**src/rtl/bcd_pkg.sv**
```systemverilog
// rtl/bcd_pkg.sv - shared BCD digit constants and per-digit arithmetic helpers
package bcd_pkg;

    localparam int          BCD_DIGIT_W = 4;
    localparam logic [3:0]  BCD_MAX     = 4'd9;

    // Returns {carry_out, digit}; carry_out set when a carry-in rolls 9 over to 0.
    function automatic logic [4:0] bcd_inc_digit(input logic [3:0] d, input logic cin);
        logic [4:0] r;
        if (!cin) begin
            r = {1'b0, d};
        end else if (d >= BCD_MAX) begin
            r = {1'b1, 4'd0};
        end else begin
            r = {1'b0, d + 4'd1};
        end
        return r;
    endfunction

    // Returns {borrow_out, digit}; borrow_out set when a borrow-in rolls 0 under to 9.
    function automatic logic [4:0] bcd_dec_digit(input logic [3:0] d, input logic bin);
        logic [4:0] r;
        if (!bin) begin
            r = {1'b0, d};
        end else if (d == 4'd0) begin
            r = {1'b1, BCD_MAX};
        end else begin
            r = {1'b0, d - 4'd1};
        end
        return r;
    endfunction

    function automatic logic [3:0] bcd_sat_digit(input logic [3:0] d);
        return (d > BCD_MAX) ? BCD_MAX : d;
    endfunction

endpackage

```
**src/rtl/sync_rise_detect.sv**
```systemverilog
// rtl/sync_rise_detect.sv - multi-flop synchronizer with rising-edge detect
module sync_rise_detect #(
    parameter int STAGES = 2
) (
    input  logic clk_in,
    input  logic rst_n,
    input  logic async_in,
    output logic rise
);

    logic [STAGES-1:0] sync_q;
    logic              prev_q;

    always_ff @(posedge clk_in) begin
        if (!rst_n) begin
            sync_q <= '0;
            prev_q <= 1'b0;
        end else begin
            sync_q <= {sync_q[STAGES-2:0], async_in};
            prev_q <= sync_q[STAGES-1];
        end
    end

    assign rise = sync_q[STAGES-1] & ~prev_q;

endmodule

```
**src/rtl/bcd_tick_counter.sv**
```systemverilog
// rtl/bcd_tick_counter.sv - BCD up/down counter of synchronized divided_clk rising edges
module bcd_tick_counter
    import bcd_pkg::*;
#(
    parameter int NUM_DIGITS  = 4,
    parameter int SYNC_STAGES = 2
) (
    input  logic                          clk_in,
    input  logic                          rst_n,
    input  logic                          divided_clk,
    input  logic                          en,
    input  logic                          up_dn,
    input  logic                          clr,
    input  logic                          load,
    input  logic [BCD_DIGIT_W*NUM_DIGITS-1:0] load_value,
    output logic [BCD_DIGIT_W*NUM_DIGITS-1:0] count_bcd,
    output logic                          tick,
    output logic                          wrap
);

    localparam int W = BCD_DIGIT_W * NUM_DIGITS;

    logic            rise;
    logic [W-1:0]    count_q, count_d;
    logic            tick_q;
    logic            wrap_q, wrap_d;
    logic [W-1:0]    inc_val, dec_val, sat_val;
    logic [NUM_DIGITS-1:0] is9, is0, cin_up, bin_dn, inc_co, dec_co;

    sync_rise_detect #(.STAGES(SYNC_STAGES)) u_sync (
        .clk_in   (clk_in),
        .rst_n    (rst_n),
        .async_in (divided_clk),
        .rise     (rise)
    );

    // Carry/borrow into each digit is a lookahead over the lower digits, not a ripple.
    for (genvar i = 0; i < NUM_DIGITS; i++) begin : g_digit
        assign is9[i] = (count_q[BCD_DIGIT_W*i +: BCD_DIGIT_W] == BCD_MAX);
        assign is0[i] = (count_q[BCD_DIGIT_W*i +: BCD_DIGIT_W] == 4'd0);
        if (i == 0) begin : g_lsd
            assign cin_up[i] = 1'b1;
            assign bin_dn[i] = 1'b1;
        end else begin : g_upper
            assign cin_up[i] = &is9[i-1:0];
            assign bin_dn[i] = &is0[i-1:0];
        end
        assign {inc_co[i], inc_val[BCD_DIGIT_W*i +: BCD_DIGIT_W]} =
            bcd_inc_digit(count_q[BCD_DIGIT_W*i +: BCD_DIGIT_W], cin_up[i]);
        assign {dec_co[i], dec_val[BCD_DIGIT_W*i +: BCD_DIGIT_W]} =
            bcd_dec_digit(count_q[BCD_DIGIT_W*i +: BCD_DIGIT_W], bin_dn[i]);
        assign sat_val[BCD_DIGIT_W*i +: BCD_DIGIT_W] =
            bcd_sat_digit(load_value[BCD_DIGIT_W*i +: BCD_DIGIT_W]);
    end

    // The count rolls over only when every digit carries (or borrows) out.
    always_comb begin
        count_d = count_q;
        wrap_d  = 1'b0;
        if (clr) begin
            count_d = '0;
        end else if (load) begin
            count_d = sat_val;
        end else if (rise && en) begin
            if (up_dn) begin
                count_d = inc_val;
                wrap_d  = &inc_co;
            end else begin
                count_d = dec_val;
                wrap_d  = &dec_co;
            end
        end
    end

    always_ff @(posedge clk_in) begin
        if (!rst_n) begin
            count_q <= '0;
            tick_q  <= 1'b0;
            wrap_q  <= 1'b0;
        end else begin
            count_q <= count_d;
            tick_q  <= rise;
            wrap_q  <= wrap_d;
        end
    end

    assign count_bcd = count_q;
    assign tick      = tick_q;
    assign wrap      = wrap_q;

endmodule

```
**config.mk**
```make
export PLATFORM = sky130hd
export DESIGN_NAME = bcd_tick_counter
export DESIGN_NICKNAME = d
export VERILOG_FILES = /design/src/rtl/bcd_pkg.sv /design/src/rtl/sync_rise_detect.sv /design/src/rtl/bcd_tick_counter.sv
export SDC_FILE = /design/constraint.sdc
export NUM_CORES = 1
export LEC_CHECK = 0
export ABC_AREA = 0
export BUFFER_PORTS_ARGS = -buffer_cell sky130_fd_sc_hd__buf_4
export CAP_MARGIN = 25
export CORE_UTILIZATION = 25
export DETAILED_ROUTE_END_ITERATION = 10
export PLACE_DENSITY = 0.51
export SETUP_SLACK_MARGIN = 0.3
export SLEW_MARGIN = 15
export SYNTH_ARGS = -nofsm -noshare
export SYNTH_HDL_FRONTEND = slang
export SYNTH_SLANG_ARGS = --single-unit
```
**constraint.sdc**
```tcl
create_clock -name clk_in -period 3.3 [get_ports clk_in]
set_input_delay 0.33 -clock clk_in [delete_from_list [all_inputs] [get_ports clk_in]]
set_output_delay 0.33 -clock clk_in [all_outputs]
set_load 0.05 [all_outputs]
```
# Word-level counts from Yosys, hierarchy flattened
# Cells that the tools add are included.
[classes]
add_sub_neg = 8
n_lt_le_gt_ge = 8
n_eq_ne = 6
muxes = 22
bitwise = 4
n_reduce_logical = 20
[op_table]
columns = ["operator", "count"]
rows = [
  ["$mux 5", 14],
  ["$mux 16", 3],
  ["$add 4x1->4 const B", 4],
  ["$ge 4x4->1 const B", 4],
  ["$gt 4x4->1 const B", 4],
  ["$logic_not 4->1", 4],
  ["$mux 4", 4],
  ["$sub 4x1->4 const B", 4],
  ["$reduce_and 3->1", 5],
  ["$eq 4x4->1 const B", 3],
  ["$ne 3x1->1 const B", 3],
  ["$reduce_bool 3->1", 3],
  ["$reduce_and 4->1", 2],
  ["$reduce_and 2->1", 2],
  ["$reduce_or 4->1", 1],
  ["$not 1->1", 3],
  ["$reduce_bool 2->1", 1],
  ["$reduce_or 2->1", 1],
  ["$and 1x1->1", 1],
  ["$logic_and 1x1->1", 1],
  ["$mux 1", 1],
]
[word_totals]
ff_bits = 21
inputBits = 23
elab_cells = 76

# Longest topological paths before layout
[logic_depth]
word_depth = 6
depth_mapped = 7

# Modules after synthesis
# A second synthesis with hierarchy kept.
[unflattened]
cells_unflattened = 236
hier_area_um2 = 1848.0
[by_module_without_submodules]
columns = ["module", "instances", "cells_each", "area_per_inst_um2"]
rows = [
  ["bcd_tick_counter", 1, 229, 1755.4],
  ["sync_rise_detect", 1, 7, 92.6],
]

# Least setup slack after synthesis
# No wires, ideal clock.
[synth_path]
kind = "reg2reg"
from = "register count_q[4] (netlist: count_bcd[4])"
to = "register count_q[5] (netlist: count_bcd[5])"
arrival_time_ps = 1989
required_ps = 3162
path_slack_ps = 1173
path_stages_with_launch = 8
period_less_slack_ps = 2127
path_cell_list = "dfxtp_1 > inv_1 > ha_1 > nor3b_1 > o211ai_1 > inv_1 > a222oi_1 > a211oi_1"
[synth_between]
elab_chain_len = 6
word_cells_on_any_way = 11
cone_classes = "add/sub (2); order compare (1); mux (7); reduce/logical (1)"
[synth_lines]
columns = ["item", "line_no", "source"]
rows = [
  ["start: declaration", "bcd_tick_counter.sv:24", "logic [W-1:0] count_q, count_d;"],
  ["start signal: assignment", "bcd_tick_counter.sv:81", "count_q <= count_d;"],
  ["$sub 4x1->4, or another cell as far along", "bcd_pkg.sv:28", "r = {1'b0, d - 4'd1};"],
  ["$mux 5, on equally long branches", "bcd_pkg.sv:25, bcd_pkg.sv:12", ""],
  ["$mux 5, on equally long branches", "bcd_pkg.sv:23, bcd_pkg.sv:10", ""],
  ["$mux 16 *", "bcd_tick_counter.sv:65", "if (up_dn) begin"],
  ["$mux 16 *", "bcd_tick_counter.sv:64", "end else if (rise && en) begin"],
  ["$mux 16 *", "bcd_tick_counter.sv:62", "end else if (load) begin"],
]
# Every way passes the cells marked *; elsewhere a longest branch is shown, timed or not. The select of a mux whose other input is x is not followed.
# A chain may end at the register's enable or synchronous reset.

# Worst setup path after layout
[layout_path]
from = "register count_q[8] (netlist: count_bcd[8])"
to = "register count_q[14] (netlist: count_bcd[14])"
[layout_between]
elab_chain_len = 4
word_cells_on_any_way = 7
cone_classes = "eq/ne (2); reduce/logical (5)"
[layout_lines]
columns = ["item", "line_no"]
rows = [
  ["$eq 4x4->1 / $logic_not 4->1 (equally long branches)", "bcd_tick_counter.sv:39, bcd_tick_counter.sv:40"],
  ["$reduce_and 3->1, on equally long branches", "bcd_tick_counter.sv:45, bcd_tick_counter.sv:46"],
  ["$ne 3x1->1 (no line) / $reduce_bool 3->1 (equally long branches)", "--"],
  ["$reduce_and 3->1 (no line) *", "--"],
]
# Every way passes the cells marked *; elsewhere a longest branch is shown, timed or not.

==> results.tsv <==
stage	metric	value	unit
synthesis	count of cell types in the netlist	66	
run_status	outcome	finished clean	
setup_path	CP Class	reg -> reg	
synthesis	Synth Flop Type	dfxtp_1	
routing	drt first-iter violations	94	
layout	multi-input logic area	1366	sq um
synthesis	post-synth top area share	22.02	%
synthesis	number of synthesized register bits	21	
routing	drt pass-1 iters	4	
floorplanning	die height	89.39	um
setup_path	worst-path fanout max	8	
routing	drt drc	0	
setup_path	Critical Path Max Stage Delay	0.49	ns
synthesis	cells after synthesis	244	
floorplanning	initial core utilization	26.05	%
setup_path	Reg-to-Reg End	count_bcd[14]$_SDFFE_PP0P_	
layout	NumNets Final	319	
timing	slew margin rel.	44.80	%
routing	Vias/cell	5.082	
worst_hold_path	hold crit path type	in -> reg	
layout	layout cell share with drive strength beyond 1	21.07	%
synthesis	sequential-to-total area share from yosys stat	22.02	%
synthesis	FFs w/ async S/R, synth	0	%
timing	hold violation total from the final report	0	
setup_path	R2R setup slack	1.20	ns
timing	endpoints failing setup	0	
setup_path	Worst path slowest cell	nor3b_1	
layout	fin area	2331	sq um
power_and_ir_drop	Peak VDD IR	0.1165	mV
synthesis	syn_nets	282	
setup_path	startpoint types	flip-flop	
place	RD Place Congestion	0.8250	
worst_hold_path	Hold Startpoint	divided_clk	
place	Place WS	1.217	ns
routing	antenna-violating nets left	0	
global_route	total grt overflow	0	
routing	Routed WL	5492	um
timing	fmax	476.3	MHz
place	Final HPWL DP	4167	um
cts	worst-case clock buffer depth	2	
floorplanning	DIE AREA	7991	sq um
cts	Post-CTS Hold Fix Bufs	0	
layout	filler cell count	800	
cts	CTS resizes	0	
floorplanning	core region area	7331	sq um
timing	Final Max Slew Viols	0	
synthesis	Syn Std Cell Area	1909	sq um
synthesis	most frequent cell after synthesis	dfxtp_1	
setup_path	Worst R2R Path Depth	7	
floorplanning	I/O pin total	41	
cts	Clock Latency Late Sink	0.27	ns
timing	Fin Setup TNS	0	ns
routing	DR WL/cell	14.49	um
floorplanning	Die W	89.39	um
global_route	vias in the first global route	1741	
timing	Final WS setup	1.200	ns
cts	clk root buf	clkbuf_8	
cts	Clk pin slew, worst setup/hold paths	0.09	ns
place	I/O Buffers	40	
cts	CTS tree	built	
timing	Final min period	2.100	ns
worst_hold_path	Hold Path Depth	2	
timing	final worst-path cycle share	63.62	%
synthesis	syn_area_per_cell	7.825	sq um
setup_path	CP delay by family, top	simple AND/OR/NAND/NOR gates	
cts	htree depth	1	
power_and_ir_drop	pwr dens	288.4	nW/um^2
power_and_ir_drop	Leak	0.9322	nW
setup_path	worst endpoint required time	3.44	ns
layout	sequential cell area	420.4	sq um
floorplanning	std cell rows	31	
setup_path	cells along the critical path	inv_1, ha_1, nor3b_1, nand4_2, a22oi_4, o31a_1, o32ai_1	
timing	Hold WS	0.2648	ns
global_route	first-pass GRT wire length	8742	um
setup_path	Setup crit end kind	flip-flop	
layout	Antenna diodes	0	
synthesis	commonest cells in the synthesized netlist	dfxtp_1 (21), inv_1 (20), o21ai_0 (20)	
cts	post-CTS setup buffer count	0	
global_route	initial antenna violation count	0	
synthesis	post-synth top area cell	dfxtp_1	
synthesis	Post-synth EDFFs	0	
synthesis	top post-synthesis cells by area	dfxtp_1 (22%), ha_1 (9.8%), o21ai_0 (5.2%), a21oi_1 (4.5%), inv_1 (3.9%)	
flow_run	Max Cap Violations	0	
synthesis	Synth Warn #	0	
timing	Worst Tran Pin Value	0.8263	ns
setup_path	worst r2r src	count_bcd[8]$_SDFFE_PP0P_	
setup_path	critical path buffer and inverter count	1	
timing	Clock Skew	0.003143	ns
timing	RSZ-0062 raised after global routing	false	
cts	clock sink count	21	
setup_path	crit path DAT	2.24	ns
layout	area delta synth->final	22.08	%
worst_hold_path	Hold Crit Endpoint	u_sync.sync_q[0]$_SDFF_PN0_	
cts	total clock buffers created by CTS	3	
layout	final core occ	31.80	%
global_route	global-route usage over all layers	14.18	%
place	DP Area	2286	sq um
routing	Vias	1926	
global_route	largest net degree at the start of global routing	24	
-- worst reg2reg max path, stage by stage, from the launching register on --
cell     delay [ns]
dfxtp_1        0.41
inv_1          0.11
ha_1           0.23
nor3b_1        0.49
nand4_2        0.20
a22oi_4        0.28
o31a_1         0.18
o32ai_1        0.08
-- state kept, by name, indices dropped and copies added, names as in the netlist --
signal and count:
tick 1, count_bcd 16, wrap 1, u_sync.prev_q 1, u_sync.sync_q 2
-- layout by cell type (no fill, tap or decap), drive strengths merged, types with 4 or more instances in the layout --
cell    instances
and2            4
ha             15
nor2b           9
nor3b           6
buf            40
nand2b          5
nand2          19
dfxtp          21
clkbuf          4
a31oi           6
nor3            4
o21ai          24
nand3           7
o21a            4
inv            20
a21oi          18
nor2           19
-- routing by layer --
| metal | track usage [%] | routed length, um | up-vias | share of wire (%) |
|---|---|---|---|---|
| li1 | - | - | 968 | - |
| met1 | 20.29 | 2674 | 905 | 49 |
| met2 | 22.35 | 2483 | 48 | 45 |
| met3 | 2.216 | 292 | 5 | 5.3 |
| met4 | 3.030 | 42 | 0 | 0.76 |
| met5 | 0 | 0 | - | 0 |
-- worst max-delay path by stage --
stage / start / end / slack, ns / depth (start not counted)
3_5_place_dp: count_bcd[8]$_SDFFE_PP0P_ / count_bcd[14]$_SDFFE_PP0P_ / 1.22 / 7
5_1_grt: count_bcd[9]$_SDFFE_PP0P_ / count_bcd[13]$_SDFFE_PP0P_ / 1.03 / 7
3_3_place_gp: count_bcd[8]$_SDFFE_PP0P_ / count_bcd[14]$_SDFFE_PP0P_ / 1.24 / 7
6_report: count_bcd[8]$_SDFFE_PP0P_ / count_bcd[14]$_SDFFE_PP0P_ / 1.20 / 7
2_1_floorplan: count_bcd[4]$_SDFFE_PP0P_ / count_bcd[5]$_SDFFE_PP0P_ / 1.17 / 7
4_1_cts: count_bcd[8]$_SDFFE_PP0P_ / count_bcd[14]$_SDFFE_PP0P_ / 1.20 / 7
-- layout make-up --
cell class	instances	area share (%)
tap	99	5.314
multi-input combinational	195	58.62
timing repair buffer	40	12.88
clock buffer	4	1.932
sequential	21	18.04
inverter	20	3.221
-- through the flow --
stage	std cells	power [mW]
floorplan	244	0.4266
global placement	375	0.4923
detailed placement	375	0.4928
CTS	379	0.6768
global route	379	0.7093
finish	379	0.6723
-- power by group --
group	switching, mW	total (mW)	internal (mW)	leakage, nW
clock	0.0985	0.185	0.0865	0.0228
combinational	0.121	0.205	0.0847	0.738
sequential	0.0194	0.282	0.263	0.171
total	0.239	0.672	0.434	0.932
-- logic make-up (layout without fill, tap and decap cells) --
group | Yosys count | count (layout) | share of synthesized area, %
muxes | 2 | 2 | 1.114
DFF | 21 | 21 | 22.02
xor gates and xnor gates | 2 | 2 | 0.9176
buffers and inverters | 28 | 64 | 6.421
adders and majority gates | 15 | 15 | 9.830
and+or+nand+nor | 90 | 90 | 27.92
AOI/OAI and AO/OA | 86 | 86 | 31.78
Note: power is estimated with default switching activity, not from simulation.
